===== src/rtl/sha256_message_scheduler.sv =====
// Purpose: SHA-256 message scheduler; expands one 512-bit block into W[0..63] paired with K[0..63]. Option macro: SHA256_SCHED_BACKPRESSURE_EN.
// Latency: W[0] is valid one cycle after start is sampled; one word per accept; done pulses one cycle after W[63] is accepted.
// Backpressure: with SHA256_SCHED_BACKPRESSURE_EN, out_ready low stalls the window and outputs; without it, every RUN cycle is an accept.
module sha256_message_scheduler (
    input  logic         clk,
    input  logic         reset,
    input  logic         start,
    input  logic [511:0] block_in,
`ifdef SHA256_SCHED_BACKPRESSURE_EN
    input  logic         out_ready,
`endif
    output logic [31:0]  w_out,
    output logic [31:0]  k_out,
    output logic         out_valid,
    output logic [5:0]   round,
    output logic         busy,
    output logic         done
);

    typedef enum logic [1:0] {
        IDLE = 2'd0,
        RUN  = 2'd1,
        DONE = 2'd2
    } state_t;

    // FIPS 180-4 round constants, indexed by round number.
    localparam logic [31:0] K_ROM [64] = '{
        32'h428a2f98, 32'h71374491, 32'hb5c0fbcf, 32'he9b5dba5, 32'h3956c25b, 32'h59f111f1, 32'h923f82a4, 32'hab1c5ed5,
        32'hd807aa98, 32'h12835b01, 32'h243185be, 32'h550c7dc3, 32'h72be5d74, 32'h80deb1fe, 32'h9bdc06a7, 32'hc19bf174,
        32'he49b69c1, 32'hefbe4786, 32'h0fc19dc6, 32'h240ca1cc, 32'h2de92c6f, 32'h4a7484aa, 32'h5cb0a9dc, 32'h76f988da,
        32'h983e5152, 32'ha831c66d, 32'hb00327c8, 32'hbf597fc7, 32'hc6e00bf3, 32'hd5a79147, 32'h06ca6351, 32'h14292967,
        32'h27b70a85, 32'h2e1b2138, 32'h4d2c6dfc, 32'h53380d13, 32'h650a7354, 32'h766a0abb, 32'h81c2c92e, 32'h92722c85,
        32'ha2bfe8a1, 32'ha81a664b, 32'hc24b8b70, 32'hc76c51a3, 32'hd192e819, 32'hd6990624, 32'hf40e3585, 32'h106aa070,
        32'h19a4c116, 32'h1e376c08, 32'h2748774c, 32'h34b0bcb5, 32'h391c0cb3, 32'h4ed8aa4a, 32'h5b9cca4f, 32'h682e6ff3,
        32'h748f82ee, 32'h78a5636f, 32'h84c87814, 32'h8cc70208, 32'h90befffa, 32'ha4506ceb, 32'hbef9a3f7, 32'hc67178f2
    };

    state_t      state;
    logic [31:0] win [16];
    logic [31:0] w_next;
    logic        advance;
    logic        accept;

    // sigma0: ROTR7 ^ ROTR18 ^ SHR3
    function automatic logic [31:0] sigma0(input logic [31:0] x);
        return {x[6:0], x[31:7]} ^ {x[17:0], x[31:18]} ^ {3'b000, x[31:3]};
    endfunction

    // sigma1: ROTR17 ^ ROTR19 ^ SHR10
    function automatic logic [31:0] sigma1(input logic [31:0] x);
        return {x[16:0], x[31:17]} ^ {x[18:0], x[31:19]} ^ {10'd0, x[31:10]};
    endfunction

`ifdef SHA256_SCHED_BACKPRESSURE_EN
    assign advance = out_ready;
`else
    assign advance = 1'b1;
`endif

    // out_valid is only ever high in RUN, so it fully qualifies the transfer.
    assign accept = out_valid & advance;

    // Next schedule word: win[0] is W[t], so win[14]/win[9]/win[1] are W[t+14]/W[t+9]/W[t+1].
    assign w_next = sigma1(win[14]) + win[9] + sigma0(win[1]) + win[0];

    // Control FSM, 16-word sliding window and registered outputs.
    always_ff @(posedge clk) begin
        if (reset) begin
            state     <= IDLE;
            round     <= '0;
            w_out     <= '0;
            k_out     <= '0;
            out_valid <= 1'b0;
            busy      <= 1'b0;
            done      <= 1'b0;
            for (int i = 0; i < 16; i++) begin
                win[i] <= '0;
            end
        end else begin
            case (state)
                IDLE: begin
                    done <= 1'b0;
                    if (start) begin
                        for (int i = 0; i < 16; i++) begin
                            win[i] <= block_in[511 - 32*i -: 32];
                        end
                        round     <= '0;
                        w_out     <= block_in[511:480];
                        k_out     <= K_ROM[0];
                        out_valid <= 1'b1;
                        busy      <= 1'b1;
                        state     <= RUN;
                    end
                end
                RUN: begin
                    if (accept) begin
                        for (int i = 0; i < 15; i++) begin
                            win[i] <= win[i+1];
                        end
                        win[15] <= w_next;
                        if (round == 6'd63) begin
                            // Final word taken: w_out/k_out keep W[63]/K[63] until the next block.
                            out_valid <= 1'b0;
                            done      <= 1'b1;
                            state     <= DONE;
                        end else begin
                            round <= round + 6'd1;
                            w_out <= win[1];
                            k_out <= K_ROM[round + 6'd1];
                        end
                    end
                end
                DONE: begin
                    // start is deliberately not looked at here; it is only sampled in IDLE.
                    done  <= 1'b0;
                    busy  <= 1'b0;
                    state <= IDLE;
                end
                default: begin
                    state <= IDLE;
                end
            endcase
        end
    end

endmodule


===== config.mk =====
export PLATFORM = sky130hd
export DESIGN_NAME = sha256_message_scheduler
export DESIGN_NICKNAME = d
export VERILOG_FILES = /design/src/rtl/sha256_message_scheduler.sv
export SDC_FILE = /design/constraint.sdc
export NUM_CORES = 1
export LEC_CHECK = 0
export ABC_AREA = 1
export CAP_MARGIN = 40
export CORE_ASPECT_RATIO = 0.7
export CORE_MARGIN = 4
export CORE_UTILIZATION = 54
export CTS_CLUSTER_SIZE = 25
export DETAILED_ROUTE_END_ITERATION = 12
export HOLD_SLACK_MARGIN = 0.03
export PLACE_DENSITY = 0.82
export SLEW_MARGIN = 15
export SYNTH_ARGS = -nofsm -noshare
export SYNTH_HDL_FRONTEND = slang
export SYNTH_SLANG_ARGS = --single-unit

===== constraint.sdc =====
create_clock -name clk -period 10.2 [get_ports clk]
set_clock_uncertainty 0.2 [all_clocks]
set_input_delay 1.02 -clock clk [delete_from_list [all_inputs] [get_ports clk]]
set_output_delay 1.02 -clock clk [all_outputs]
set_load 0.01 [all_outputs]

---- Yosys cells after proc, flatten, opt, wreduce, memory -nomap -nowiden ----
Memories as Yosys holds them, arrays and structs flattened.
Cells that the tools add are included.
word-level totals
  flip-flop bits (word level) ............. 75
  bits in writable memories ............... 512
  bits in read-only memories .............. 2048
  bits of input ports ..................... 515
  output and inout port bits .............. 73
  memories ................................ 2
memories
  memory            depth  bits a word  read ports  clocked after memory_dff  wr ports  RTL line  RTL
  (name not given)  64     32           1           0                         0         109       k_out <= K_ROM[round + 6'd1];
  win               16     32           16          0                         16        39        logic [31:0] win [16];
operators by class
  add/sub/neg operators ................... 4
  order comparisons ....................... 1
  eq/ne operators ......................... 7
  multiplexer cells ....................... 68
  bitwise gates (word level) .............. 37
  reductions and logical operators ........ 10
operators with widths
  operator                                                   count
  two-way mux 32 bit                                         40
  case mux 32 bit (2 select lines)                           2
  adder 32 bit                                               3
  bitwise XOR 32 bit                                         2
  OR 1 bit                                                   32
  bitwise XOR 32 x 22 -> 32 bit                              1
  bitwise XOR 32 x 29 -> 32 bit                              1
  two-way mux 6 bit                                          3
  two-way mux 1 bit                                          15
  case mux 6 bit (2 select lines)                            1
  != test 2 bit (second input constant)                      4
  greater-or-equal comparator 7 bit (second input constant)  1
  inverter 6 -> 7 bit                                        1
  adder 6 x 1 -> 6 bit (second input constant)               1
  equality test 6 bit (second input constant)                1
  two-way mux 2 bit                                          3
  case mux 1 bit (2 select lines)                            3
  AND reduction 3 bit                                        2
  nonzero test 2 bit                                         3
  case mux 2 bit (2 select lines)                            1
  AND reduction 2 bit                                        2
  AND reduction 4 bit                                        1
  equality test 2 x 1 -> 1 bit (second input constant)       1
  equality test 2 bit (second input constant)                1
  2 further kinds                                            2

---- Depth between registers and ports, before layout ----
  word-level depth ........................ 8
  mapped depth ............................ 21
  mapped depth without buffers ............ 20

---- Least setup slack after synthesis ----
No wires, ideal clock.
  path kind ............................... in2reg
  from .................................... input reset
  to ...................................... memory win[3][4] (netlist: win[0][100]) (enable)
  arrival time ............................ 5.490 ns
  required time ........................... 8.241 ns
  slack ................................... 2.751 ns
  cell stages on the path ................. 6
  buffers on the path ..................... 2
  cells stage by stage .................... inv_1 -> o21ai_1 -> inv_2 -> buf_2 -> clkbuf_1 -> nand2_1
RTL lines
  what         RTL line  RTL
  from (decl)  6         input logic reset,
  to (decl)    39

==> metrics.md <==
| Metric | Value |
|---|---|
| Status | complete, no violations |
| Crit start category | input port |
| Clock root buffer | clkbuf_16 |
| RSZ-0062 raised after global routing | false |
| Nets | between 4000 and 5000 |
| Synthesized cell area | ~33000 um2 |
| Clock Path Buffers | 3 |
| Clock-pin slew on the worst setup and hold paths | about 0.070 ns |
| Initial antenna violation count | 24 |
| First-pass GRT wire length | ~190 mm |
| Asr flop ratio synth | 0% |
| Ys flop type | edfxtp_1 |
| Post-route setup TNS | 0 ns |
| Final RePlAce weighted congestion | 0.988 |
| Die W | 303 um |
| Layout cells sized above 1 | between 3 and 4% |
| Top-area cell type share of the netlist area | between 40% and 50% |
| I/O Pins | 588 |
| GRT overflow | 0 |
| Final hold violation count | 0 |
| Wire per inst | roughly 27 um |
| Worst-path maximum fanout | between 80 and 90 |
| Setup CP Type | input port to flop |
| Most frequent cells in the layout | nand2_1, clkdlybuf4s50_1, nor2_1 |
| Crit path cell chain | clkdlybuf4s50_1 > buf_4 > clkinv_1 > buf_4 > nand3_4 > buf_4 > buf_16 > buf_4 > o21ai_0 |
| Core area | approximately 60000 um2 |
| Post-route ant nets | 0 |
| CTS tree | done |
| Largest net degree at the start of global routing | between 200 and 250 |
| Post-DP HPWL | 98.7 mm |
| Worst skew pair latency | between 0.6 and 0.7 ns |
| Leakage power | 17.8 nW |
| Total track usage | between 30% and 40% |
| Rows | 75 |
| Drc violations | 0 |
| Worst Max-Slew Pin Slew | ~1.1 ns |
| Cell mode on critical path | buf_4 |
| Slew Limit Fails | 0 |
| Fin crit period | between 4 and 5 ns |
| Initial DRT Pass Iterations | 6 |
| Tot Pwr | 9.03 mW |
| Initial DRC count | between 4000 and 5000 |
| CP max-delay cell | buf_4 |
| Final period utilization | between 40% and 50% |
| CP bufs+invs | 7 |
| Number of global-route vias before repair | around 27000 |
| Yosys warns | 0 |
| Placed cell count | just under 5000 |
| CTS buffer count | 55 |
| Starting density of the core | 54.7% |
| Critical path data required time | slightly above 10 ns |
| Max-cap violations | 0 |
| Vias per cell | around 5.9 |
| Area Growth Syn to Fin | 24.1% |
| Syn Area/Cell | 9.05 um2 |
| Clock sink total | roughly 590 |
| CP delay by family, top | buffers and inverters |
| Via count | roughly 29000 |
| Routed WL | 133 mm |
| Hold Crit Class | flop to flop |
| Slew HR | ~24% |
| CP arrival | 4.72 ns |
| Dominant cells by area after synthesis | edfxtp_1, nand2_1, nor2_1 |
| Synth area leader | edfxtp_1 |
| Die Span Y | between 200 and 250 um |
| H-tree Lvls | 2 |
| #FFs+latches synth | approximately 600 |
| Synth Instances | between 3000 and 4000 |
| CP endpoint kind | flop |
| Port Buffer Count | roughly 600 |
| Slowest stage delay, CP | 0.70 ns |
| Fillers | ~4800 |
| Full die area | approximately 65000 um2 |
| Max Clock Freq | between 200 and 250 MHz |
| Syn_nets | 4256 |
| Worst vdd ir | ~0.00015 V |
| Most common cell after layout, fill and taps aside | nand2_1 |
| Power density over cell area | 221 nW/um2 |
| Unique cell type count in the Yosys netlist | 50 |
| Post-CTS Repair Setup Buffers | 0 |
| Register area share after synthesis | between 50 and 60% |
| Post-cts resize count | 0 |
| Post-synth EDFFs | 512 |
| Finished Layout Cells | ~4900 |
| Final setup viols | 0 |
| Hold Buf Count CTS | 0 |
==> path summary, 6_finish.rpt <==
| check | startpoint | to | slack [ns] | cells past startpoint |
|---|---|---|---|---|
| max | reset | win[0][282] | 5.61 | 9 |
| min | k_out[1] | k_out[1] | 0.27 | 2 |
| max reg2reg | win[0][51] | win[0][509] | 5.72 | 20 |
| min reg2reg | k_out[1] | k_out[1] | 0.27 | 2 |
==> cell families after synthesis <==
| group | share of synthesized area, % |
|---|---|
| flip-flops | 51.3 |
| adder cells (fa/ha/maj) | 5.57 |
| buffers and inverters | 7.83 |
| AO/OA/AOI/OAI | 13.1 |
| XOR/XNOR | 3.28 |
| AND/OR/NAND/NOR | 18.9 |
==> per-stage QoR <==
stage	utilization (%)	hold slack [ns]	cell area [um2]	setup slack [ns]
floorplan	-	0.288	32900	2.75
global placement	64.6	0.253	38800	5.02
detailed placement	64.9	0.257	39000	5.11
CTS	67.8	0.268	40700	5.76
global route	67.9	0.286	40800	5.42
finish	67.9	0.265	40800	5.61
==> cell type report <==
cell class	instances	area [um2]	area share [%]
inverter	356	1360	3.33
clock inverter	26	241	0.592
multi-input combinational	2448	13500	33.0
clock buffer	75	1520	3.73
sequential	587	16900	41.4
timing repair buffer	622	6300	15.4
tap	808	1010	2.48
antenna	17	42.5	0.104
==> worst reg2reg max path: cells and delay by family, from the launching register on <==
family                     cells  cell delay (ns)
buffers and inverters          5             0.40
xor gates and xnor gates       2             0.42
DFF                            1             0.58
and+or+nand+nor                9             0.92
adders and majority gates      4             1.70
==> metal layers <==
| layer | wire (um) | GRT usage (%) | up-vias |
|---|---|---|---|
| li1 | - | - | 13119 |
| met1 | 52000 | 56.0 | 13968 |
| met2 | 56400 | 57.2 | 1919 |
| met3 | 19300 | 13.6 | 264 |
| met4 | 5330 | 13.9 | 18 |
| met5 | 125 | 0 | - |
==> where the power goes <==
part	internal (mW)	switching, mW	leakage, nW
sequential	2.94	0.218	6.14
clock	1.13	0.966	0.860
combinational	1.30	2.48	10.8
==> state kept, by name, summed over array words and instances (netlist names) <==
name / flops
w_out: 32
busy: 1
win: 512
done: 1
out_valid: 1
k_out: 32
state: 2
round: 6
==> synth_stat cells (4+ instances only) <==
| master | instances |
|---|---|
| nand2_1 | 716 |
| nor2_1 | 533 |
| edfxtp_1 | 512 |
| inv_1 | 347 |
| a21oi_1 | 285 |
| nand3_1 | 244 |
| a22o_1 | 190 |
| o21ai_0 | 132 |
| buf_2 | 116 |
| dfxtp_1 | 75 |
| clkbuf_1 | 74 |
| xor2_1 | 65 |
| fa_1 | 62 |
| xnor2_1 | 58 |
| ha_1 | 47 |
| buf_4 | 38 |
| a31oi_1 | 32 |
| a32o_1 | 18 |
| nand4_1 | 9 |
| nor3_1 | 8 |
| inv_2 | 7 |
| nor2_2 | 6 |
| buf_6 | 5 |
| nand3b_1 | 5 |
| o211ai_1 | 5 |
| o21ai_1 | 5 |
| buf_1 | 4 |
No activity file was read; power rests on OpenSTA's default activity.
